**config.mk**
```make
export PLATFORM = sky130hd
export DESIGN_NAME = image_loader
export DESIGN_NICKNAME = d
export VERILOG_FILES = /design/src/rtl/image_loader_pkg.sv /design/src/rtl/image_loader.sv
export SDC_FILE = /design/constraint.sdc
export NUM_CORES = 1
export LEC_CHECK = 0
export BUFFER_PORTS_ARGS = -buffer_cell sky130_fd_sc_hd__buf_2
export CORE_MARGIN = 1
export CORE_UTILIZATION = 52
export CTS_CLUSTER_DIAMETER = 80
export DETAILED_ROUTE_END_ITERATION = 12
export GPL_TIMING_DRIVEN = 0
export PLACE_DENSITY = 0.78
export SLEW_MARGIN = 20
export SYNTH_ARGS = -nofsm -noshare
export SYNTH_HDL_FRONTEND = slang
export SYNTH_SLANG_ARGS = --single-unit
```
**constraint.sdc**
```tcl
create_clock -name clock -period 2.84 [get_ports clock]
set_clock_uncertainty 0.05 [all_clocks]
set_input_delay 0.284 -clock clock [delete_from_list [all_inputs] [get_ports clock]]
set_output_delay 0.284 -clock clock [all_outputs]
set_load 0.03 [all_outputs]
```
**src/rtl/image_loader_pkg.sv**
```systemverilog
// Shared definitions for the boot image loader: FSM states, the default sync
// byte and the byte layout of an image record.
package image_loader_pkg;

  localparam int unsigned ADDR_W_DEF = 12;
  localparam logic [7:0]  SYNC_BYTE  = 8'hA5;

  // Record layout: SYNC, ADDR_L, ADDR_H, LEN_L, LEN_H, payload..., CSUM
  localparam int unsigned OFS_SYNC    = 0;
  localparam int unsigned OFS_ADDR_L  = 1;
  localparam int unsigned OFS_ADDR_H  = 2;
  localparam int unsigned OFS_LEN_L   = 3;
  localparam int unsigned OFS_LEN_H   = 4;
  localparam int unsigned OFS_PAYLOAD = 5;

  typedef enum logic [2:0] {
    ST_IDLE,
    ST_ADDR_L,
    ST_ADDR_H,
    ST_LEN_L,
    ST_LEN_H,
    ST_DATA,
    ST_CSUM,
    ST_RUN
  } state_e;

endpackage

```
**src/rtl/image_loader.sv**
```systemverilog
// Byte-stream boot loader: parses framed records, writes payload bytes into
// main memory, checks the record checksum and releases the CPU on a go record.
module image_loader
  import image_loader_pkg::*;
#(
  parameter int unsigned ADDR_W = ADDR_W_DEF,
  parameter logic [7:0]  SYNC   = SYNC_BYTE
) (
  input  logic              clock,
  input  logic              reset_n,
  input  logic              in_valid,
  input  logic [7:0]        in_data,
  output logic              in_ready,
  output logic              mem_we,
  output logic [ADDR_W-1:0] mem_addr,
  output logic [7:0]        mem_wdata,
  output logic              run,
  output logic [15:0]       start_pc,
  output logic              busy,
  output logic              error,
  output logic [7:0]        frame_count
);

  state_e            state_q, state_d;
  logic [15:0]       addr_q, addr_d;
  logic [15:0]       len_q, len_d;
  logic [7:0]        sum_q, sum_d;
  logic              go_q, go_d;
  logic              mem_we_q, mem_we_d;
  logic [ADDR_W-1:0] mem_addr_q, mem_addr_d;
  logic [7:0]        mem_wdata_q, mem_wdata_d;
  logic              run_q, run_d;
  logic [15:0]       start_pc_q, start_pc_d;
  logic              error_q, error_d;
  logic [7:0]        frame_count_q, frame_count_d;

  logic              accept;
  logic [7:0]        sum_next;

  assign in_ready = (state_q != ST_RUN);
  assign accept   = in_valid && in_ready;
  assign sum_next = sum_q + in_data;

  // NOTE: every _d is given its hold value first so no path through the case
  // leaves a variable unassigned, which would otherwise infer a latch.
  always_comb begin
    state_d       = state_q;
    addr_d        = addr_q;
    len_d         = len_q;
    sum_d         = sum_q;
    go_d          = go_q;
    mem_we_d      = 1'b0;
    mem_addr_d    = mem_addr_q;
    mem_wdata_d   = mem_wdata_q;
    run_d         = run_q;
    start_pc_d    = start_pc_q;
    error_d       = error_q;
    frame_count_d = frame_count_q;

    if (accept) begin
      unique case (state_q)
        ST_IDLE: begin
          if (in_data == SYNC) begin
            state_d = ST_ADDR_L;
            error_d = 1'b0;
            sum_d   = 8'h00;
          end
        end
        ST_ADDR_L: begin
          addr_d[7:0] = in_data;
          sum_d       = sum_next;
          state_d     = ST_ADDR_H;
        end
        ST_ADDR_H: begin
          addr_d[15:8] = in_data;
          sum_d        = sum_next;
          state_d      = ST_LEN_L;
        end
        ST_LEN_L: begin
          len_d[7:0] = in_data;
          sum_d      = sum_next;
          state_d    = ST_LEN_H;
        end
        ST_LEN_H: begin
          len_d[15:8] = in_data;
          sum_d       = sum_next;
          go_d        = ({in_data, len_q[7:0]} == 16'd0);
          state_d     = go_d ? ST_CSUM : ST_DATA;
        end
        ST_DATA: begin
          mem_we_d    = 1'b1;
          mem_addr_d  = addr_q[ADDR_W-1:0];
          mem_wdata_d = in_data;
          addr_d      = addr_q + 16'd1;
          len_d       = len_q - 16'd1;
          sum_d       = sum_next;
          if (len_q == 16'd1) state_d = ST_CSUM;
        end
        ST_CSUM: begin
          sum_d   = sum_next;
          state_d = ST_IDLE;
          if (sum_next != 8'h00) begin
            error_d = 1'b1;
          end else if (go_q) begin
            // A go record carries no payload, so addr_q still holds ADDR.
            start_pc_d = addr_q;
            run_d      = 1'b1;
            state_d    = ST_RUN;
          end else begin
            frame_count_d = frame_count_q + 8'd1;
          end
        end
        ST_RUN: state_d = ST_RUN;
        default: state_d = ST_IDLE;
      endcase
    end
  end

  // NOTE: state registers use non-blocking assignments so every flop samples
  // the pre-edge values regardless of statement order.
  always_ff @(posedge clock or negedge reset_n) begin
    if (!reset_n) begin
      state_q       <= ST_IDLE;
      addr_q        <= '0;
      len_q         <= '0;
      sum_q         <= '0;
      go_q          <= 1'b0;
      mem_we_q      <= 1'b0;
      mem_addr_q    <= '0;
      mem_wdata_q   <= '0;
      run_q         <= 1'b0;
      start_pc_q    <= '0;
      error_q       <= 1'b0;
      frame_count_q <= '0;
    end else begin
      state_q       <= state_d;
      addr_q        <= addr_d;
      len_q         <= len_d;
      sum_q         <= sum_d;
      go_q          <= go_d;
      mem_we_q      <= mem_we_d;
      mem_addr_q    <= mem_addr_d;
      mem_wdata_q   <= mem_wdata_d;
      run_q         <= run_d;
      start_pc_q    <= start_pc_d;
      error_q       <= error_d;
      frame_count_q <= frame_count_d;
    end
  end

  assign mem_we      = mem_we_q;
  assign mem_addr    = mem_addr_q;
  assign mem_wdata   = mem_wdata_q;
  assign run         = run_q;
  assign start_pc    = start_pc_q;
  assign busy        = (state_q != ST_IDLE) && (state_q != ST_RUN);
  assign error       = error_q;
  assign frame_count = frame_count_q;

endmodule

```
* After elaboration in Yosys (flattened, before gate mapping) *
Index checks and enable logic that the tools add are counted.

storage, ports and cells
  register bits after elaboration = 91
  bits of input ports = 11
  output and inout bits = 49
  logic and storage cells = 74

operators by class
  $add $sub $neg = 4
  eq/ne operators = 13
  mux-type cells = 17
  bitwise operators = 2
  reductions and logical operators = 24

operators by type and width
  operator                                               number
  one-hot mux 8 bit (2 select lines)                     5
  one-hot mux 3 bit (8 select lines)                     1
  adder 16 x 1 -> 16 bit (second input constant)         1
  equality test 16 x 1 -> 1 bit (second input constant)  1
  logical NOT 16 bit                                     1
  subtractor 16 x 1 -> 16 bit (second input constant)    1
  equality test 3 bit (second input constant)            4
  two-way mux 3 bit                                      4
  AND reduction 2 bit                                    6
  AND reduction 4 bit                                    3
  nonzero test 2 bit                                     6
  adder 8 x 1 -> 8 bit (second input constant)           1
  adder 8 bit                                            1
  equality test 8 bit (second input constant)            1
  two-way mux 8 bit                                      1
  nonzero test 8 bit                                     1
  equality test 3 x 2 -> 1 bit (second input constant)   2
  inequality test 2 bit (second input constant)          3
  AND reduction 3 bit                                    2
  OR reduction 6 bit                                     1
  two-way mux 1 bit                                      4
  equality test 3 x 1 -> 1 bit (second input constant)   1
  logical NOT 3 bit                                      1
  inequality test 3 bit (second input constant)          1
  5 further kinds                                        7

* Depth between registers and ports, before layout *
  depth after elaboration = 4
  gate-level depth with buffers = 9

* Worst setup path after synthesis *
OpenSTA, ideal clock, no wires.

  path kind = reg-to-reg
  from = register sum_q[0]
  to = register start_pc_q[3] (netlist: start_pc[3])
  library setup time = 0.128 ns
  arrival = 2.667 ns
  required time = 2.662 ns
  slack = -0.005 ns
  cell stages (with the launch flop) = 10
  cell sequence = dfrtp_1 ha_1 fa_1 a211oi_1 nor2_1 xnor2_1 nand4_4 nor4_2 buf_4 mux2_1

between the ends
  cells in the longest elaborated chain, start to end = 4

ends and longest elaborated chain
  element                               RTL line             source
  start: declaration                    image_loader.sv:27   logic [7:0] sum_q, sum_d;
  start signal: assignment              image_loader.sv:139  sum_q <= sum_d;
  adder 8 bit                           image_loader.sv:42   assign sum_next = sum_q + in_data;
  nonzero test 8 bit                    image_loader.sv:102  if (sum_next != 8'h00) begin
  inverter 1 bit (no source line)       -
  AND reduction 4 bit (no source line)  -
  end signal: assignment                image_loader.sv:145  start_pc_q <= start_pc_d;
  end: declaration                      image_loader.sv:33   logic [15:0] start_pc_q, start_pc_d;

Every way passes these cells.
A chain may end at the register's enable or synchronous reset.

* Worst setup path after layout *
  from = register sum_q[0]
  to = register start_pc_q[9] (netlist: start_pc[9])

Same word-level chain as after synthesis.

==> qor.yml <==
die:
  start_util_pct: 53.9
  dieArea_sq_um: 9470
  ioPinCount: 60
  core_sq_um: 8760
  die_h_microns: 97.3
  fp-row-count: 34
  die_width_microns: 97.3
yosys:
  synth_top_cell_by_area: "dfrtp_1"
  synth_area_leaders: "dfrtp_1 48%, mux2_2 5.0%, mux2_1 3.8%, nor2_1 3.7%, a21oi_1 3.6%"
  async_flop_share_pct: 100
  synth_most_common_cell: "dfrtp_1"
  synth_edf_count: 0
  synthesis.nets: 485
  netlist.area_leader.share_pct: 48.2
  synth_common_cells: "91 x dfrtp_1, 46 x nor2_1, 34 x a21oi_1, 30 x nand2_1, 28 x o21ai_0"
  synthDistinctLibCells: 56
  synth_flop_cell: "dfrtp_1"
  syn_area_sq_um: 4720
  ys_seq_area_share_pct: 48.2
  syn_area_per_cell_sq_um: 10.2
  ys_ff_latch: 91
  yosys_warnings: 0
  synth_cells: 462
finish:
  drive_gt1_share_pct: 27.0
  diodes: 0
  n_fill_cell: 658
  final_area_sq_um: 5690
  syn_to_final_growth_pct: 20.5
  nNetsFinal: 570
setup_path:
  r2r_slack_ns: 0.003
  worst-setup-path-type: "reg2reg"
  critPathTopFamily: "adder cells"
  r2r-end: "start_pc[9]"
  crit_buf_inv: 2
  crit_required_ns: 3.04
  start_kind: "flop"
  arrival_ns: 3.04
  reg2reg_from: "sum_q[0]"
  critPathCaptureType: "flop"
  critPathMaxStageDelay_ns: 0.41
  r2r_cells: 10
  worstPathMaxFanout: 5
  slowest_stage: "dfrtp_1"
  path_cells: "ha_4 -> fa_2 -> a211oi_4 -> nor2_1 -> a211oi_2 -> nand2_2 -> nor4_4 -> buf_6 -> buf_8 -> mux2_4"
clocking:
  clock_latency_ns: 0.37
  cts_root_buf: "clkbuf_8"
  clock_sinks: 91
  clkTransAtPathRegs_ns: 0.09
  cts_buffer_depth: 2
  cts_made_buffers: 9
  cts_tree: "built"
  cts_max_level: 3
grt:
  overflow: 0
  grt_first_pass_wirelength_mm: 19.5
  busiest_layer: "met2"
  grt_pass1_vias: 3974
  use_met3_pct: 3.88
  grt_start_max_net_pins: 55
  antenna_found_initial: 0
  met2_usage_pct: 43.2
  grt_usage_pct: 25.9
  grt_util_met1_pct: 33.8
power:
  cellPowerDensity_nw_per_um2: 1080
  p_leak_uw: 0.00257
  p_total_uw: 6120
  ir_worst_vdd_v: 0.000571
timing:
  setup_viol_count_final: 0
  fmax_mhz: 353
  fin_crit_sh_pct: 99.9
  slew_viol_final: 0
  post-route-min-period_ns: 2.84
  tightest_slew_ns: 0.774
  relSlewSlack_pct: 48.4
  hold_viol: 0
  rsz0062_at_grt: "true"
routing:
  routedWlPerCell_microns: 18.7
  routed_wl_mm: 12.3
  drc: 0
  dr_total_vias: 4131
  via_per_inst: 6.26
  drt_iter0_drc: 311
  ant_nets: 0
  drtPass1Iterations: 5
status:
  run_status: "completed"
job:
  maxCapViolCount: 0
hold_path:
  hold_start: "in_data[4]"
  hold_depth: 2
  holdCritPathClass: "in2reg"
  hold_end: "mem_wdata[4]"
placement:
  port_buffers: 59
  detailed_place.area_sq_um: 5190
  routabilityCongestion: 0.916
  dp_hpwl_mm: 8.03
## logic make-up after synthesis
family / after synthesis / share of synthesized area (%)
compound gates: 125 / 17.7
fa+ha+maj: 12 / 3.34
xor+xnor: 11 / 2.04
buf+inv: 29 / 2.46
simple gates: 156 / 17.2
flops: 91 / 48.2
mux: 38 / 9.03
## per-stage QoR
| stage | worst slack [ns] | std cells | hold slack, ns | setup TNS, ns | util (%) |
|---|---|---|---|---|---|
| 3_5_place_dp | -0.451 | 630 | 0.237 | -7.52 | 59.2 |
| 5_1_grt | -0.110 | 660 | 0.194 | -1.69 | 64.9 |
| 6_report | 0.00315 | 660 | 0.178 | 0 | 64.9 |
| 2_1_floorplan | 0.0645 | 462 | -0.0616 | 0 | - |
| 4_1_cts | 0.000162 | 652 | 0.177 | 0 | 62.7 |
| 3_3_place_gp | -0.365 | 629 | 0.404 | -5.88 | 58.9 |
## timing repair
action,4_1_cts,5_1_grt
setup buffers,4,9
gates cloned,1,0
endpoints found under the hold margin,37,0
hold buffers,1,0
setup endpoints to repair,21,18
resized for setup,15,30
pin swaps,4,9
## worst reg2reg max path, delay by kind of cell (launching register included)
kind / cells / cell delay (ns)
fa+ha+maj: 2 / 0.58
simple gates: 3 / 0.53
buf+inv: 2 / 0.31
mux: 1 / 0.30
flops: 1 / 0.41
compound gates: 2 / 0.55
## cell usage in the layout (no fill, tap or decap), types with 11 or more instances in the layout
cell type / count
a21oi_1: 34
buf_2: 58
buf_4: 11
clkbuf_1: 22
dfrtp_1: 91
mux2_2: 20
mux2_4: 17
nand2_1: 29
nand3_1: 13
nor2_1: 45
nor3_1: 13
o21ai_0: 28
o22a_1: 19
## final cells by class
class	count	area, sq um	share of cell area (%)
buffer	23	109	1.91
sequential	91	2280	40.0
multi-input combinational	342	2500	43.9
tap	108	135	2.37
timing repair buffer	74	448	7.87
clock buffer	10	128	2.24
inverter	6	22.5	0.396
clock inverter	6	72.6	1.28
## worst max path at each step
stage                               to  cells past startpoint  slack [ns]       start
after floorplan            start_pc[3]                      9        0.06    sum_q[0]
after global placement     start_pc[1]                     10       -0.36  in_data[0]
after detailed placement   start_pc[4]                     10       -0.45  in_data[0]
after CTS                  start_pc[8]                      9      0.0002    sum_q[0]
after global routing      start_pc[12]                     10       -0.11    sum_q[0]
final                      start_pc[9]                     10       0.003    sum_q[0]
## metal layers
layer	up-vias	wire [microns]
met5	-	0
met4	0	373
met3	42	793
met2	205	5890
met1	2012	5260
li1	1872	-
## where the power goes
group	total, uW	switching [uW]	internal [uW]
clock network	914	494	420
logic	3040	1840	1190
registers	2170	413	1760
## sequential cells by signal, summed over array words and instances, names as in the netlist, 3 cells and up
register     count
mem_addr        12
frame_count      8
state_q          3
addr_q          16
sum_q            8
len_q           16
start_pc        16
mem_wdata        8
(Power assumes the default switching activity.)
